## config.mk

```make
export PLATFORM = sky130hd
export DESIGN_NAME = rega_input_conditioner
export DESIGN_NICKNAME = d
export VERILOG_FILES = /design/src/rtl/rega_input_pkg.sv /design/src/rtl/debounce_channel.sv /design/src/rtl/rega_input_conditioner.sv
export SDC_FILE = /design/constraint.sdc
export NUM_CORES = 1
export LEC_CHECK = 0
export CAP_MARGIN = 25
export CORE_MARGIN = 4
export CORE_UTILIZATION = 53
export DETAILED_ROUTE_END_ITERATION = 8
export PLACE_DENSITY = 0.85
export SYNTH_ARGS = -nofsm -noshare
export SYNTH_HDL_FRONTEND = slang
export SYNTH_SLANG_ARGS = --single-unit
```

## constraint.sdc

```tcl
create_clock -name clock -period 1.9 [get_ports clock]
set_clock_uncertainty 0.1 [all_clocks]
set_input_delay 0.475 -clock clock [delete_from_list [all_inputs] [get_ports clock]]
set_output_delay 0.475 -clock clock [all_outputs]
set_load 0.01 [all_outputs]
```

## src/rtl/rega_input_pkg.sv

```systemverilog
// Shared types and constants for the rega input conditioner.
// Latency: n/a (declarations only).
// Backpressure: n/a; no flow control in this slice.
package rega_input_pkg;

  // Debounce FSM states. The two CONFIRM states count ticks toward a level change.
  typedef enum logic [1:0] {
    IDLE_LOW     = 2'd0,
    CONFIRM_HIGH = 2'd1,
    IDLE_HIGH    = 2'd2,
    CONFIRM_LOW  = 2'd3
  } deb_state_t;

  // Channel bit positions inside raw_in / level_out.
  localparam int CH_ASP = 0;
  localparam int CH_GOT = 1;
  localparam int CH_ADB = 2;

  localparam int DEFAULT_DEBOUNCE_TICKS = 4;
  localparam int DEFAULT_STUCK_TICKS    = 1024;

endpackage

```

## src/rtl/debounce_channel.sv

```systemverilog
// One conditioned input: 2-flop synchronizer, tick-paced debounce FSM, edge pulses.
// Latency: 2 clocks sync + 1 clock FSM entry + DEBOUNCE_TICKS ticks raw -> level.
// Backpressure: none; free-running, every clock.
//
// Ports: clock, reset (async active-low), raw (unsynchronized), tick (count enable),
//        level (debounced), rise/fall (one-clock edge pulses), stuck (high too long).
// Build option: RAGA_STUCK_DETECT_EN enables the stuck-high counter; otherwise stuck = 0.
module debounce_channel
  import rega_input_pkg::*;
#(
  parameter int DEBOUNCE_TICKS = DEFAULT_DEBOUNCE_TICKS,
  parameter int STUCK_TICKS    = DEFAULT_STUCK_TICKS
) (
  input  logic clock,
  input  logic reset,
  input  logic raw,
  input  logic tick,
  output logic level,
  output logic rise,
  output logic fall,
  output logic stuck
);

  if (DEBOUNCE_TICKS < 1 || STUCK_TICKS < 1) begin : g_bad_param
    $error("debounce_channel: DEBOUNCE_TICKS and STUCK_TICKS must be >= 1");
  end

  localparam int CW = $clog2(DEBOUNCE_TICKS) + 1;
  localparam logic [CW-1:0] CNT_LAST = CW'(DEBOUNCE_TICKS - 1);

  logic       sync_d;
  logic       sync_q;
  deb_state_t state;
  logic [CW-1:0] cnt;

  always_ff @(posedge clock or negedge reset) begin
    if (!reset) begin
      sync_d <= 1'b0;
      sync_q <= 1'b0;
    end else begin
      sync_d <= raw;
      sync_q <= sync_d;
    end
  end

  // A bounce (sync_q returning to the accepted level) is tested before the
  // tick, so it wins when both happen in the same clock.
  always_ff @(posedge clock or negedge reset) begin
    if (!reset) begin
      state <= IDLE_LOW;
      cnt   <= '0;
      level <= 1'b0;
      rise  <= 1'b0;
      fall  <= 1'b0;
    end else begin
      rise <= 1'b0;
      fall <= 1'b0;
      case (state)
        IDLE_LOW: begin
          if (sync_q) begin
            state <= CONFIRM_HIGH;
            cnt   <= '0;
          end
        end
        CONFIRM_HIGH: begin
          if (!sync_q) begin
            state <= IDLE_LOW;
            cnt   <= '0;
          end else if (tick) begin
            if (cnt == CNT_LAST) begin
              state <= IDLE_HIGH;
              cnt   <= '0;
              level <= 1'b1;
              rise  <= 1'b1;
            end else begin
              cnt <= cnt + CW'(1);
            end
          end
        end
        IDLE_HIGH: begin
          if (!sync_q) begin
            state <= CONFIRM_LOW;
            cnt   <= '0;
          end
        end
        CONFIRM_LOW: begin
          if (sync_q) begin
            state <= IDLE_HIGH;
            cnt   <= '0;
          end else if (tick) begin
            if (cnt == CNT_LAST) begin
              state <= IDLE_LOW;
              cnt   <= '0;
              level <= 1'b0;
              fall  <= 1'b1;
            end else begin
              cnt <= cnt + CW'(1);
            end
          end
        end
        default: begin
          state <= IDLE_LOW;
          cnt   <= '0;
        end
      endcase
    end
  end

`ifdef RAGA_STUCK_DETECT_EN
  localparam int SW = $clog2(STUCK_TICKS) + 1;
  localparam logic [SW-1:0] STUCK_LAST = SW'(STUCK_TICKS - 1);

  logic [SW-1:0] stuck_cnt;
  logic          stuck_q;

  // Saturates once set; any exit from IDLE_HIGH (even a bounce into
  // CONFIRM_LOW) restarts the measurement.
  always_ff @(posedge clock or negedge reset) begin
    if (!reset) begin
      stuck_cnt <= '0;
      stuck_q   <= 1'b0;
    end else if (state == IDLE_HIGH) begin
      if (tick && !stuck_q) begin
        if (stuck_cnt == STUCK_LAST) stuck_q <= 1'b1;
        else                         stuck_cnt <= stuck_cnt + SW'(1);
      end
    end else begin
      stuck_cnt <= '0;
      stuck_q   <= 1'b0;
    end
  end

  assign stuck = stuck_q;
`else
  assign stuck = 1'b0;
`endif

endmodule

```

## src/rtl/rega_input_conditioner.sv

```systemverilog
// Irrigation front end: debounced levels, edge pulses and asp/got conflict flag.
// Latency: 2 sync + 1 entry clocks + DEBOUNCE_TICKS ticks to level; conflict +1 clock.
// Backpressure: none; outputs update every clock.
//
// Ports: clock, reset (async active-low), raw_in[CHANNELS], tick,
//        level_out/rise_pulse/fall_pulse/stuck[CHANNELS], conflict.
// Build option: RAGA_STUCK_DETECT_EN enables per-channel stuck-high flags.
module rega_input_conditioner
  import rega_input_pkg::*;
#(
  parameter int CHANNELS       = 3,
  parameter int DEBOUNCE_TICKS = DEFAULT_DEBOUNCE_TICKS,
  parameter int STUCK_TICKS    = DEFAULT_STUCK_TICKS
) (
  input  logic                clock,
  input  logic                reset,
  input  logic [CHANNELS-1:0] raw_in,
  input  logic                tick,
  output logic [CHANNELS-1:0] level_out,
  output logic [CHANNELS-1:0] rise_pulse,
  output logic [CHANNELS-1:0] fall_pulse,
  output logic                conflict,
  output logic [CHANNELS-1:0] stuck
);

  if (CHANNELS < 2) begin : g_bad_channels
    $error("rega_input_conditioner: CHANNELS must be >= 2 (asp and got)");
  end

  for (genvar i = 0; i < CHANNELS; i++) begin : g_ch
    debounce_channel #(
      .DEBOUNCE_TICKS(DEBOUNCE_TICKS),
      .STUCK_TICKS   (STUCK_TICKS)
    ) u_ch (
      .clock(clock),
      .reset(reset),
      .raw  (raw_in[i]),
      .tick (tick),
      .level(level_out[i]),
      .rise (rise_pulse[i]),
      .fall (fall_pulse[i]),
      .stuck(stuck[i])
    );
  end

  // Sprinkler and drip must not run together; flagged one clock after both levels are high.
  always_ff @(posedge clock or negedge reset) begin
    if (!reset) conflict <= 1'b0;
    else        conflict <= level_out[CH_ASP] & level_out[CH_GOT];
  end

endmodule

```

======== Yosys cells after proc, flatten, opt, wreduce, memory -nomap -nowiden ========
Cells that the tools add are included.
word-level totals
  bits in read-only memories .............. 0
  flip-flop bits (word level) ............. 31
  memories ................................ 0
  output and inout port bits .............. 13
  bits in writable memories ............... 0
  logic and storage cells ................. 176
  latch bits .............................. 0
operators by class
  bitwise operators ....................... 1
  equal/unequal tests ..................... 48
  divide/modulo/power cells ............... 0
  shifts and indexed selects .............. 0
  $mul .................................... 0
  mux-type cells .......................... 87
  $lt $le $gt $ge ......................... 0
  reductions and logical operators ........ 15
  $add $sub $neg .......................... 3
operators by type and width
  kind                                                                      count
  3-bit 2-to-1 mux                                                          18
  2-bit 2-to-1 mux                                                          24
  1-bit 2-to-1 mux                                                          36
  3-bit case mux with 4 select lines                                        3
  2-bit by 1-bit inequality test with 1-bit output (second input constant)  12
  2-bit inequality test (second input constant)                             12
  2-bit case mux with 4 select lines                                        3
  7-bit AND reduction                                                       3
  3-bit inequality test (second input constant)                             6
  6-bit AND reduction                                                       3
  2-bit equality test (second input constant)                               6
  3-bit by 1-bit adder with 3-bit output (second input constant)            3
  3-bit by 2-bit equality test with 1-bit output (second input constant)    3
  3-bit by 1-bit inequality test with 1-bit output (second input constant)  3
  3-bit by 2-bit inequality test with 1-bit output (second input constant)  3
  2-bit by 1-bit equality test with 1-bit output (second input constant)    3
  2-bit zero test                                                           3
  1-bit case mux with 2 select lines                                        3
  2-bit AND reduction                                                       3
  2-bit nonzero test                                                        3
  1-bit bitwise AND                                                         1

======== Depth between registers and ports, before layout ========
  word-level depth ........................ 5
  mapped depth ............................ 5
  depth with buffers taken out ............ 4

======== Modules after synthesis ========
A second synthesis with hierarchy kept.
unflattened totals
  cell total of the unflattened synthesis .. 123
  area total of the unflattened synthesis .. 1325.0 um^2
modules (own cells, without submodules)
  module                                cells each  area an instance (um^2)  times used  seq. area each (um^2)
  debounce_channel at g_ch[1].u_ch ...  40          430.4                    2           250.2
  debounce_channel at g_ch[0].u_ch      41          432.9                    1           250.2
  rega_input_conditioner                2           31.3                     1           25.0

======== Worst setup path after synthesis ========
Ideal clock, no wire load.
  kind .................................... input -> register
  start point ............................. in tick
  end point ............................... reg g_ch[2].u_ch.level
  buffers on the path ..................... 1
  setup slack ............................. 0.502 ns
  data arrival time ....................... 1.174 ns
  data required time ...................... 1.676 ns
  cell stages on the path ................. 4
  cell sequence ........................... buf_4 > and4b_1 > nand2_1 > a211o_1
on the way
  word-level cells in the longest chain between the ends .. 2
ends and longest elaborated chain
  item                                    line                          RTL
  start: declaration                      rega_input_conditioner.sv:18  input logic tick,
  2-bit inequality test (no source line)  --
  7-bit AND reduction (no source line) *  --
  end signal: assignment                  debounce_channel.sv:52        level <= 1'b0;
  end signal: assignment                  debounce_channel.sv:73        level <= 1'b1;
  end signal: assignment                  debounce_channel.sv:94        level <= 1'b0;
  end: declaration                        debounce_channel.sv:18        output logic level,
Mark *: on every way between the ends. The rest lies on a longest branch, timed or not.
A chain may end at the register's enable or synchronous reset.

======== Final worst setup path ========
  start point ............................. reg g_ch[2].u_ch.level
  end point ............................... out level_out[2]
RTL lines
  item              line                          RTL
  end: declaration  rega_input_conditioner.sv:19  output logic [CHANNELS-1:0] level_out,
No word-level cell between the ends.

==> impl_metrics.tcl <==
set metrics [dict create \
    cts.clk_slew.worst_paths_ps 90 \
    p_leak_nw 0.770 \
    finalSetupViolations 0 \
    first_pass_iters 3 \
    die_x_um 60.2 \
    ys_dominant_reg_cell "dfrtp_1" \
    clockBufferDepth 2 \
    antenna_found_initial 0 \
    final_common_cell "dfrtp_1" \
    synth_cell_types 35 \
    worstHoldPathType "reg2reg" \
    final_nets 153 \
    path_delay_family "buffers and inverters" \
    utilization_pct 63.3 \
    crit_path_start_kind "flip-flop" \
    cp.arrival_ps 1240 \
    cts.sinks 31 \
    ir_drop_mv 0.547 \
    worst_path_max_delay_cell "clkdlybuf4s50_1" \
    end_kind "output port" \
    vias_per_cell 5.34 \
    grt_pass1_wl_um 4020 \
    max_cap_violations 0 \
    final_max_slew_viol_count 0 \
    dieArea_mm2 0.00362 \
    synth_edf_count 0 \
    cp_data_required_time_ps 1320 \
    placedCellCount 167 \
    ys_ff_latch 31 \
    route.vias.total 934 \
    seq_area_frac_synth_pct 53.7 \
    cts_hold_buf 0 \
    final_cell_mix "dfrtp_1, nand2_1, clkdlybuf4s50_1, nor2_1" \
    wl_per_cell_um 13.1 \
    initial_core_util_pct 56.7 \
    max_freq_mhz 552 \
    cts_tree "built" \
    worstSetupPathType "reg2out" \
    core_mm2 0.00254 \
    finalWirelength_um 2290 \
    post_cts_buffers 0 \
    antenna_cells 0 \
    final.period_utilization_pct 95.4 \
    drc 0 \
    outcome "finished clean" \
    grt-ovfl-total 0 \
    yosysWarnings 0 \
    groute.usage.overall_pct 15.2 \
    htree_levels 2 \
    fillers 207 \
    critPathBufInv 1 \
    grt_max_degree 32 \
    ant_nets 0 \
    cts_buffers 5 \
    synthTopCellsByArea "dfrtp_1, buf_4, nand2_1" \
    postSynthCellCount 131 \
    cts_root_buf "clkbuf_4" \
    synth_area_per_cell_um2 11.0 \
    drtIter0Drc 44 \
    num_rows 18 \
    place.gp.congestion 0.755 \
    fin_crit_ps 1810 \
    numPortBuffers 15 \
    num_io_pins 19 \
    syn_area_mm2 0.00144 \
    power_w 0.00122 \
    layout.cells.non_filler 175 \
    dp_hpwl_um 1630 \
    synth_top_area_share_pct 53.7 \
    rsz0062_at_grt "no" \
    setup_tns_ps 0 \
    power.density_mw_per_mm2 757 \
    rrSetupSlack_ps 440 \
    layout-drive-gt1-share_pct 11.0 \
    cpPeakStageDelay_ps 540 \
    async_reset_ff_share_pct 100 \
    syn_to_final_growth_pct 11.6 \
    die_h_um 60.2 \
    finalHoldViolations 0 \
    worst_skew_pair.late_latency_ps 320 \
    cp_max_fo 3 \
    netlist.top_cell.by_area "dfrtp_1" \
    worstPathCellList "clkdlybuf4s50_1" \
    grt_pass1_vias 956 \
]
## flip-flops by register name (all words and copies together), names as in the netlist, named ones only
register / flops
conflict: 1
g_ch.u_ch.cnt: 9
g_ch.u_ch.fall: 3
g_ch.u_ch.level: 3
g_ch.u_ch.rise: 3
g_ch.u_ch.state: 3
g_ch.u_ch.sync_d: 3
g_ch.u_ch.sync_q: 3
## what timing repair did
| item | CTS | global route |
|---|---|---|
| setup endpoints to repair | 0 | 2 |
| gates resized for setup | 0 | 2 |
| endpoints found under the hold margin | 0 | 0 |
## synth_stat cells, drive strengths merged, types with 4 or more instances
cell / count
xor2: 4
dfrtp: 31
nand2: 19
o21ai: 5
nor2: 7
a21oi: 4
nor2b: 5
buf: 14
## routing by layer
layer / GRT usage [%] / up-vias / share of wire (%)
li1: - / 453 / -
met1: 17.2 / 459 / 43
met2: 24.8 / 16 / 50
met3: 6.05 / 6 / 4.7
met4: 6.96 / 0 / 1.5
met5: 0 / - / 0
## metrics by stage
| step | worst slack (ps) | instance area [um2] | hold slack [ps] |
|---|---|---|---|
| 3_5_place_dp | -86.7 | 1560 | 237 |
| 3_3_place_gp | -44.0 | 1560 | 235 |
| 4_1_cts | 49.8 | 1610 | 254 |
| 5_1_grt | 12.9 | 1610 | 270 |
| 6_report | 87.2 | 1610 | 244 |
| 2_1_floorplan | 502 | 1450 | 79.4 |
## final timing paths
| kind | from | endpoint | depth (start not counted) |
|---|---|---|---|
| max | g_ch[2].u_ch.level | level_out[2] | 1 |
| min | g_ch[2].u_ch.sync_d | g_ch[2].u_ch.sync_q | 0 |
| max reg2reg | g_ch[2].u_ch.cnt[0] | g_ch[2].u_ch.level | 4 |
| min reg2reg | g_ch[2].u_ch.sync_d | g_ch[2].u_ch.sync_q | 0 |
| max in group asynchronous | reset | g_ch[1].u_ch.state[0] | 2 |
| min in group asynchronous | reset | g_ch[2].u_ch.cnt[0] | 2 |
## layout make-up
type                       count  area, um2  share of cell area [%]
clock buffer                   7       45.0                    2.80
inverter                       1       3.75                   0.233
multi-input combinational     87        567                    35.2
sequential                    31        776                    48.1
clock inverter                 1       5.00                   0.311
timing repair buffer          18        178                    11.0
tap                           30       37.5                    2.33
## power by group
group	leakage [nW]	internal [W]	switching, W	total, W
sequential	0.399	0.000692	0.0000422	0.000735
combinational	0.342	0.0000628	0.0000667	0.000130
clock	0.0293	0.000144	0.000212	0.000356
total	0.770	0.000899	0.000321	0.00122
## cell families (layout without fill, tap and decap cells)
family | Yosys count | in the layout | synth area share (%)
xor gates and xnor gates | 7 | 7 | 4.77
and+or+nand+nor | 53 | 53 | 21.1
muxes | 4 | 4 | 2.86
other | 1 | 3 | 0.260
AOI/OAI and AO/OA | 17 | 17 | 7.19
buffers and inverters | 15 | 27 | 7.54
DFF | 31 | 31 | 53.7
adders and majority gates | 3 | 3 | 2.60
Power figures use the tool's default switching activity.
